==> src/rtl/regfile_wport_arbiter_if.sv <==
// Register-file write-port arbiter bus: WB and LU requesters, ID source
// lookups and the single regfile write port.
interface regfile_wport_arbiter_if;
    logic        wb_valid;
    logic        wb_ready;
    logic [4:0]  wb_addr;
    logic [31:0] wb_data;
    logic        lu_valid;
    logic        lu_ready;
    logic [4:0]  lu_addr;
    logic [31:0] lu_data;
    logic [4:0]  r1_addr;
    logic [4:0]  r2_addr;
    logic        r1_pending;
    logic        r2_pending;
    logic        rf_we;
    logic [4:0]  rf_waddr;
    logic [31:0] rf_wdata;

    modport master (
        output wb_valid, wb_addr, wb_data,
        output lu_valid, lu_addr, lu_data,
        output r1_addr, r2_addr,
        input  wb_ready, lu_ready,
        input  r1_pending, r2_pending,
        input  rf_we, rf_waddr, rf_wdata
    );

    modport slave (
        input  wb_valid, wb_addr, wb_data,
        input  lu_valid, lu_addr, lu_data,
        input  r1_addr, r2_addr,
        output wb_ready, lu_ready,
        output r1_pending, r2_pending,
        output rf_we, rf_waddr, rf_wdata
    );
endinterface

==> src/rtl/regfile_wport_arbiter.sv <==
// Shares the regfile write port between WB and a queued long-latency unit.
// Optional REGFILE_ARB_BYPASS_EN lets an LU result skip an empty FIFO.
module regfile_wport_arbiter #(
    parameter int DEPTH      = 2,
    parameter int STARVE_MAX = 4
) (
    input logic                    clk,
    input logic                    reset,
    regfile_wport_arbiter_if.slave bus
);
    localparam int AW = $clog2(DEPTH);
    localparam int SW = $clog2(STARVE_MAX + 1);

    logic [4:0]    q_addr [DEPTH];
    logic [31:0]   q_data [DEPTH];
    logic [AW-1:0] head;
    logic [AW-1:0] tail;
    logic [AW:0]   count;
    logic [SW-1:0] starve_cnt;

    logic          empty;
    logic          full;
    logic          force_lu;
    logic          lu_rdy;
    logic          push;
    logic          enq;
    logic          pop;
    logic          wb_take;
    logic          bypass;
    logic [AW-1:0] off;
    logic          hit1;
    logic          hit2;

    always_comb begin
        empty    = (count == '0);
        full     = (count == (AW+1)'(DEPTH));
        force_lu = !empty && (starve_cnt == SW'(STARVE_MAX));
        lu_rdy   = reset && !full;
        push     = bus.lu_valid && lu_rdy;
        wb_take  = bus.wb_valid && !force_lu;
        pop      = force_lu || (!bus.wb_valid && !empty);
`ifdef REGFILE_ARB_BYPASS_EN
        bypass   = push && empty && !wb_take;
`else
        bypass   = 1'b0;
`endif
        enq      = push && !bypass;
        bus.lu_ready = lu_rdy;
        bus.wb_ready = reset && !force_lu;
    end

    // A slot is live when its distance from head is below count.
    always_comb begin
        off  = '0;
        hit1 = bus.rf_we && (bus.rf_waddr == bus.r1_addr);
        hit2 = bus.rf_we && (bus.rf_waddr == bus.r2_addr);
        for (int i = 0; i < DEPTH; i++) begin
            off = AW'(i) - head;
            if ({1'b0, off} < count) begin
                if (q_addr[i] == bus.r1_addr) hit1 = 1'b1;
                if (q_addr[i] == bus.r2_addr) hit2 = 1'b1;
            end
        end
        bus.r1_pending = (bus.r1_addr != 5'd0) && hit1;
        bus.r2_pending = (bus.r2_addr != 5'd0) && hit2;
    end

    always_ff @(posedge clk) begin
        if (enq) begin
            q_addr[tail] <= bus.lu_addr;
            q_data[tail] <= bus.lu_data;
        end
    end

    always_ff @(posedge clk) begin
        if (!reset) begin
            head         <= '0;
            tail         <= '0;
            count        <= '0;
            starve_cnt   <= '0;
            bus.rf_we    <= 1'b0;
            bus.rf_waddr <= 5'd0;
            bus.rf_wdata <= 32'd0;
        end else begin
            if (pop) head <= head + 1'b1;
            if (enq) tail <= tail + 1'b1;
            count <= count + {{AW{1'b0}}, enq} - {{AW{1'b0}}, pop};

            if (pop || empty)
                starve_cnt <= '0;
            else if (wb_take && starve_cnt != SW'(STARVE_MAX))
                starve_cnt <= starve_cnt + 1'b1;

            // Address 0 is consumed like any grant but never written.
            if (pop) begin
                bus.rf_we    <= (q_addr[head] != 5'd0);
                bus.rf_waddr <= q_addr[head];
                bus.rf_wdata <= q_data[head];
            end else if (wb_take) begin
                bus.rf_we    <= (bus.wb_addr != 5'd0);
                bus.rf_waddr <= bus.wb_addr;
                bus.rf_wdata <= bus.wb_data;
            end else if (bypass) begin
                bus.rf_we    <= (bus.lu_addr != 5'd0);
                bus.rf_waddr <= bus.lu_addr;
                bus.rf_wdata <= bus.lu_data;
            end else begin
                bus.rf_we    <= 1'b0;
            end
        end
    end
endmodule

==> src/flat_wrapper.sv <==
// flat-port wrapper written by rule: the top's interface ports become plain ports
module regfile_wport_arbiter_flat 
#(
    parameter int DEPTH      = 2,
    parameter int STARVE_MAX = 4
)
  (clk, reset, bus_wb_valid, bus_wb_addr, bus_wb_data, bus_lu_valid, bus_lu_addr, bus_lu_data, bus_r1_addr, bus_r2_addr, bus_wb_ready, bus_lu_ready, bus_r1_pending, bus_r2_pending, bus_rf_we, bus_rf_waddr, bus_rf_wdata);
  regfile_wport_arbiter_if bus_i ();
  input logic clk;
  input logic reset;
  input wire logic [$bits(bus_i.wb_valid)-1:0] bus_wb_valid;
  input wire logic [$bits(bus_i.wb_addr)-1:0] bus_wb_addr;
  input wire logic [$bits(bus_i.wb_data)-1:0] bus_wb_data;
  input wire logic [$bits(bus_i.lu_valid)-1:0] bus_lu_valid;
  input wire logic [$bits(bus_i.lu_addr)-1:0] bus_lu_addr;
  input wire logic [$bits(bus_i.lu_data)-1:0] bus_lu_data;
  input wire logic [$bits(bus_i.r1_addr)-1:0] bus_r1_addr;
  input wire logic [$bits(bus_i.r2_addr)-1:0] bus_r2_addr;
  output wire logic [$bits(bus_i.wb_ready)-1:0] bus_wb_ready;
  output wire logic [$bits(bus_i.lu_ready)-1:0] bus_lu_ready;
  output wire logic [$bits(bus_i.r1_pending)-1:0] bus_r1_pending;
  output wire logic [$bits(bus_i.r2_pending)-1:0] bus_r2_pending;
  output wire logic [$bits(bus_i.rf_we)-1:0] bus_rf_we;
  output wire logic [$bits(bus_i.rf_waddr)-1:0] bus_rf_waddr;
  output wire logic [$bits(bus_i.rf_wdata)-1:0] bus_rf_wdata;
  assign bus_i.wb_valid = bus_wb_valid;
  assign bus_i.wb_addr = bus_wb_addr;
  assign bus_i.wb_data = bus_wb_data;
  assign bus_i.lu_valid = bus_lu_valid;
  assign bus_i.lu_addr = bus_lu_addr;
  assign bus_i.lu_data = bus_lu_data;
  assign bus_i.r1_addr = bus_r1_addr;
  assign bus_i.r2_addr = bus_r2_addr;
  assign bus_wb_ready = bus_i.wb_ready;
  assign bus_lu_ready = bus_i.lu_ready;
  assign bus_r1_pending = bus_i.r1_pending;
  assign bus_r2_pending = bus_i.r2_pending;
  assign bus_rf_we = bus_i.rf_we;
  assign bus_rf_waddr = bus_i.rf_waddr;
  assign bus_rf_wdata = bus_i.rf_wdata;
  regfile_wport_arbiter #(.DEPTH(DEPTH), .STARVE_MAX(STARVE_MAX)) u_core (.clk(clk), .reset(reset), .bus(bus_i));
endmodule
==> config.mk <==
export PLATFORM = sky130hd
export DESIGN_NAME = regfile_wport_arbiter_flat
export DESIGN_NICKNAME = d
export VERILOG_FILES = /design/src/rtl/regfile_wport_arbiter_if.sv /design/src/rtl/regfile_wport_arbiter.sv /design/src/flat_wrapper.sv
export SDC_FILE = /design/constraint.sdc
export NUM_CORES = 1
export LEC_CHECK = 0
export BUFFER_PORTS_ARGS = -buffer_cell sky130_fd_sc_hd__clkbuf_2
export CAP_MARGIN = 20
export CORE_UTILIZATION = 48
export DETAILED_ROUTE_END_ITERATION = 7
export PLACE_DENSITY = 0.76
export SLEW_MARGIN = 15
export SYNTH_ARGS = -nofsm -noshare
export SYNTH_HDL_FRONTEND = slang
export SYNTH_SLANG_ARGS = --single-unit
==> constraint.sdc <==
create_clock -name clk -period 2.6 [get_ports clk]
set_input_delay 0.39 -clock clk [delete_from_list [all_inputs] [get_ports clk]]
set_output_delay 0.39 -clock clk [all_outputs]
set_load 0.01 [all_outputs]
# ---- Word-level counts from Yosys, hierarchy flattened
# Memories as Yosys holds them, arrays and structs flattened. A register that Yosys moved wholly into a read port is not among the register bits.
# Cells that the tools add are included.
dict set report totals {
  ff_bits 45
  latchBits 0
  ram_bits 74
  rom_bits 0
  in_bits 88
  output_inout_bits 42
  wordCells 72
  mem_count 2
}
# memory words width rd rd_clocked_by_memory_dff write_ports line
set mem_list {}
lappend mem_list {u_core.q_data 2 32 1 1 1 regfile_wport_arbiter.sv:15} ;# logic [31:0] q_data [DEPTH];
lappend mem_list {u_core.q_addr 2 5 3 1 1 regfile_wport_arbiter.sv:14} ;# logic [4:0] q_addr [DEPTH];
dict set report classes {
  n_addsub 7
  multipliers 0
  n_div 0
  order_cmp 2
  eq_ne 9
  shifts 0
  muxes 20
  bitwise 1
  n_reduce_logical 24
}
# operator n
set op_table {}
lappend op_table {{32-bit two-way mux} 2}
lappend op_table {{5-bit == test} 6}
lappend op_table {{5-bit nonzero test} 4}
lappend op_table {{1-bit two-way mux} 16}
lappend op_table {{1-bit logical AND} 11}
lappend op_table {{5-bit two-way mux} 2}
lappend op_table {{1-bit zero test} 4}
lappend op_table {{1-bit by 2-bit < comparator with 1-bit output} 2}
lappend op_table {{3-bit by 1-bit adder with 3-bit output, second input constant} 1}
lappend op_table {{3-bit == test, second input constant} 1}
lappend op_table {{3-bit inequality test, second input constant} 1}
lappend op_table {{1-bit adder, second input constant} 2}
lappend op_table {{2-bit by 1-bit adder with 2-bit output} 1}
lappend op_table {{2-bit == test, second input constant} 1}
lappend op_table {{2-bit zero test} 1}
lappend op_table {{1-bit logical OR} 2}
lappend op_table {{2-bit nonzero test} 1}
lappend op_table {{2-bit OR reduction} 1}
lappend op_table {{1-bit subtractor, first input constant} 2}
lappend op_table {{2-bit by 1-bit subtractor with 2-bit output} 1}
lappend op_table {{1-bit NOT} 1}

# ---- Longest topological paths before layout
dict set report logic_depth {
  depth_word 7
  mapped_depth 12
  ltp_nobuf 10
}

# ---- Worst setup path after synthesis
# OpenSTA, ideal clock, no wires.
dict set report synth_path {
  path_kind {input-to-reg}
  from {input reset}
  to {memory u_core.q_addr[0][0], enable pin}
  setup_ns 0.433
  t_arrival_ns 2.397
  required_time_ns 2.167
  path_slack_ns -0.229
  stages 3
  n_path_buf 1
  cell_sequence {clkbuf_1 > o211ai_1 > nor2_1}
}
dict set report synth_between {
  elab_chain_cells 4
}
# item line
set synth_lines {}
lappend synth_lines {{start: declaration} flat_wrapper.sv:10} ;# input logic reset;
lappend synth_lines {{1-bit logical AND} regfile_wport_arbiter.sv:38} ;# lu_rdy = reset && !full;
lappend synth_lines {{1-bit logical AND} regfile_wport_arbiter.sv:39} ;# push = bus.lu_valid && lu_rdy;
lappend synth_lines {{1-bit two-way mux} regfile_wport_arbiter.sv:69} ;# if (enq) begin
lappend synth_lines {{1-bit two-way mux (not written as such)} regfile_wport_arbiter.sv:70} ;# q_addr[tail] <= bus.lu_addr;
lappend synth_lines {{end: declaration} regfile_wport_arbiter.sv:14}
# Every way passes these cells.

==> results <==
- Along the worst hold path, the cell count comes to 1.
- The signal on the critical path passes through xor2_1, or4_1, o32a_1, a21oi_1, clkbuf_2.
- The post-synthesis instance total is 399.
- In the post-synthesis netlist, the biggest area contributors are edfxtp_1 (44%), dfxtp_1 (18%), mux2i_1 (7.4%), a21boi_1 (3.4%), xor2_1 (3.3%).
- The run finished with clean final reports.
- The post-layout total power is 6530 uW.
- The required time of the critical path is 2.21 ns.
- Setup repair after global routing left no endpoint under its margin.
- Summed over all instances, the cell type with the most area after synthesis is edfxtp_1.
- The number of flops mapped to enable cells by yosys is 74.
- The worst-case clock buffer depth is 2.
- IR analysis of the VDD net gives a maximum drop of 651 uV.
- The buffer cell driving the clock tree root is clkbuf_8.
- Of the total power, the clock network draws 0.365.
- The achievable clock frequency is approximately 400 MHz.
- Of the total power, the share spent switching nets is 0.298.
- The HPWL reported at the end of detailed placement is 7820 um.
- After synthesis, the share of flip-flops with an asynchronous set or reset is 0.
- The total track usage is 0.229.
- The post-synthesis cell area is 5040 um^2.
- In this run the static leakage power is 0.00256 uW.
- Clock-pin slew was measured on the worst setup and hold paths at 0.05 ns.
- The number of logic stages on the critical path including buffering is 5.
- The critical path's slowest cell is or4_1.
- The total via count in the routed design is 3714.
- The unique cell type count in the Yosys netlist is 37.
- The H-tree depth reported by CTS is 4.
- At the end of routability-driven placement, the weighted congestion stood at 0.902.
- In this run the power spent charging and discharging nets is ~1900 uW.
- The total of warnings raised by yosys is 0.
- The number of buffers and inverters on the critical path is 1.
- The number of maximum-capacitance violations is 0.
- The final design utilization is 0.633.
- The post-synthesis mux area share is 0.0869.
- Of the cells placed in the final design, the portion with a size suffix greater than 1 is 0.330.
- The number of detailed-routing iterations run before antenna repair is 5.
- The signed area change from the synthesized netlist to the final layout is 28.5%.
- Buffers inserted to repair hold after CTS numbered 0.
- The cell internal power dissipation is 4580 uW.
- The synthesis-stage register bit count is 120.
- The total congestion overflow after global routing is 0.
- Buffers placed on the I/O ports in this run total around 130.
- The stage delay of the slowest cell on the critical path is 0.51 ns.
- The number of vias per cell after detailed routing is about 5.4.
- The complex-gate fraction of the synthesized area came to 0.125.
- Of the total synthesized cell area, the portion taken by AND, OR, NAND and NOR gates is 0.0720.
- The routed wire length is 11800 um.
- The initial detailed-routing violation count is about 230.
- The family with the most delay on the worst path is simple AND/OR/NAND/NOR gates.
- The min-delay analysis places its worst path in the category input pin to flop.
- The depth of the worst register-to-register path is 10.
- The number of max-slew violations in the final report is 0.
- Counting I/O delays and the setup requirement, the final critical path takes between 2 and 2.5 ns.
- Averaged over all synthesized cells, the footprint is 12.6 um^2.
- Entering global routing, the biggest net connects 39 pins.
- For this run, the leading register cell type out of synthesis is edfxtp_1.
- The via count of the first global-routing pass is 3800.
- The repair_antennas step left the layout with diodes totalling 0.
- The xor-xnor portion of the synthesized cell area is 0.0574.
- The synthesized-area fraction occupied by adder cells is 0.00993.
- The number of nets still failing antenna checks after routing is 0.
- The die covers between 10000 and 15000 um^2.
- Setup violations remaining at the end of the flow were counted as 0.
- For the worst-skew pair, the clock arrives at the later sink with an insertion delay of 0.51 ns.
- For the pin with the worst max-slew slack, the measured transition is 0.823 ns.
- The final count of hold timing violations was 0.
- The share of synthesized area in the top cell type comes to 0.441.
- The combinational share of power is 0.252.
- The clock drives 120 sinks.
- The endpoint kind of the worst setup timing path is an output port.
- The starting density of the core is 0.492.
- The relative max-transition margin is 0.447.
- The height of the die is 104 um.
- The number of nets in the synthesized netlist is slightly below 500.
- The sequential fraction of the synthesis area is 0.624.
- The worst clock skew on the final layout is 0.00841 ns.
- The maximum net fanout on the critical path is 3.
- The floorplan step defined a core boundary enclosing between 10000 and 15000 um^2.
- The first-pass GRT wire length is ~19000 um.
- Dividing the detail-routed wire length by the instance count gives 17.3 um.
- The number of antenna violations at the first check in global routing is 0.
- The part of the power in registers is 0.382.
- The number of clock buffers added by TritonCTS is 17.
- Power spread over the standard cell area amounts to 1010 nW/um^2.
- In this run the horizontal extent of the chip is 104 um.
- In the routed design, unresolved DRC markers number 0.
- The number of placement rows is 37.
- The number of nets in the final layout is 625.
- The worst setup path is launched from a flop.
- The combinational family with the most area after synthesis is compound AO/OA/AOI/OAI gates.
- Adding up every negative setup slack in the final design gives 0 ns.
- TritonCTS built the clock tree.
- The classification of the worst setup path is flop to output port.
- Fill cells in the final layout number 801.
- The arrival time at the worst endpoint is ~2.1 ns.
- The I/O pin count is 130.
- Dividing the final minimum period by the clock period gives 0.957.
[layer usage]
metal / vias up / GRT usage / wire, um
met5: - / 0 / 0
met4: 0 / 0.101 / 252
met3: 22 / 0.0670 / 554
met2: 132 / 0.385 / 6090
met1: 1797 / 0.272 / 4910
li1: 1763 / - / -
[cells in the final DEF, fill, tap and decap left out, types with 3 or more instances in the layout]
cell type,instances
a21oi_1,17
dfxtp_2,3
clkbuf_16,16
buf_4,7
dfxtp_1,43
mux2_2,6
clkinv_2,4
a21boi_1,23
nand2_1,25
and2_1,5
and3_1,3
bufinv_16,4
or4_1,4
nor4_1,3
ha_1,4
nand3_1,3
o22ai_1,22
xnor2_1,14
xor2_1,19
nor2_1,27
o21a_1,3
inv_1,6
mux2i_1,37
clkbuf_2,129
edfxtp_1,74
clkbuf_8,4
o221ai_1,15
[final timing paths]
| path | start | endpoint | slack (ns) |
|---|---|---|---|
| min | bus_lu_data[9] | u_core.q_data[0][9]$_DFFE_PP_ | 0.06 |
| max reg2reg | u_core.starve_cnt[0]$_SDFFE_PP0P_ | u_core.count[1]$_SDFF_PN0_ | 0.57 |
| min reg2reg | u_core.bus.rf_wdata[14]$_SDFFE_PN0P_ | u_core.bus.rf_wdata[14]$_SDFFE_PN0P_ | 0.45 |
| max | u_core.q_addr[1][2]$_DFFE_PP_ | bus_r2_pending | 0.11 |
[state kept, by name (all words and copies together), names as in the netlist, named ones only]
name,count
u_core.q_data,64
u_core.bus.rf_wdata,32
u_core.q_addr,10
u_core.bus.rf_waddr,5
u_core.starve_cnt,3
u_core.count,2
u_core.bus.rf_we,1
u_core.head,1
u_core.tail,1
[cell families (layout without fill, tap and decap cells)]
| group | after synthesis | in the layout |
|---|---|---|
| AO/OA/AOI/OAI | 91 | 91 |
| adder cells (fa/ha/maj) | 4 | 4 |
| multiplexers | 43 | 43 |
| AND/OR/NAND/NOR | 79 | 79 |
| XOR/XNOR | 33 | 33 |
| buffers and inverters | 29 | 176 |
| flip-flops | 120 | 120 |
[layout make-up]
cell class	instances	area, um^2	area share
inverters	6	22.5	0.00348
flip-flops and latches	120	3150	0.486
clock inverters	10	148	0.0228
multi-input cells	250	1790	0.276
clock buffers	22	463	0.0715
repair buffers	138	738	0.114
well taps	136	170	0.0263
[metrics by stage]
step	hold WS [ns]	cell area (um^2)	instances	setup slack, ns
finish	0.0634	6480	682	0.112
global route	0.0408	6480	682	0.0110
CTS	0.0406	6470	681	0.00560
detailed placement	0.445	5860	649	0.568
global placement	0.438	5860	649	0.577
floorplan	0.475	5040	399	0.172
[synthesized netlist by cell type, types with 5 or more instances]
cell type  instances
nor2_1            28
dfxtp_1           46
xnor2_1           14
nand2_1           25
o221ai_1          15
a21oi_1           18
clkbuf_1          10
mux2i_1           37
and2_1             5
mux2_2             6
a21boi_1          23
xor2_1            19
o22ai_1           22
buf_2              9
inv_1              6
edfxtp_1          74
[power groups by stage]
stage | combinational (uW) | clock (uW) | sequential (uW)
after floorplan | 1080 | 0 | 2520
after global placement | 1580 | 0 | 2500
after detailed placement | 1640 | 0 | 2520
after CTS | 1660 | 2420 | 2490
after global routing | 1810 | 2510 | 2520
final | 1650 | 2380 | 2500
[worst register-to-register path, cell delays in order, from the launching register on]
cell and delay [ns]:
dfxtp_1 0.33, inv_1 0.06, ha_1 0.20, nand2_1 0.26, a21oi_4 0.10, ha_1 0.28
inv_1 0.04, ha_1 0.19, xnor2_1 0.21, xnor2_1 0.09, and2_1 0.16
[repair_timing]
action | in CTS | in global routing
setup endpoints to repair | 0 | 1
endpoints found under the hold margin | 0 | 0
gates resized for setup | 0 | 2
buffers inserted | 0 | 1
(Power assumes the default switching activity.)
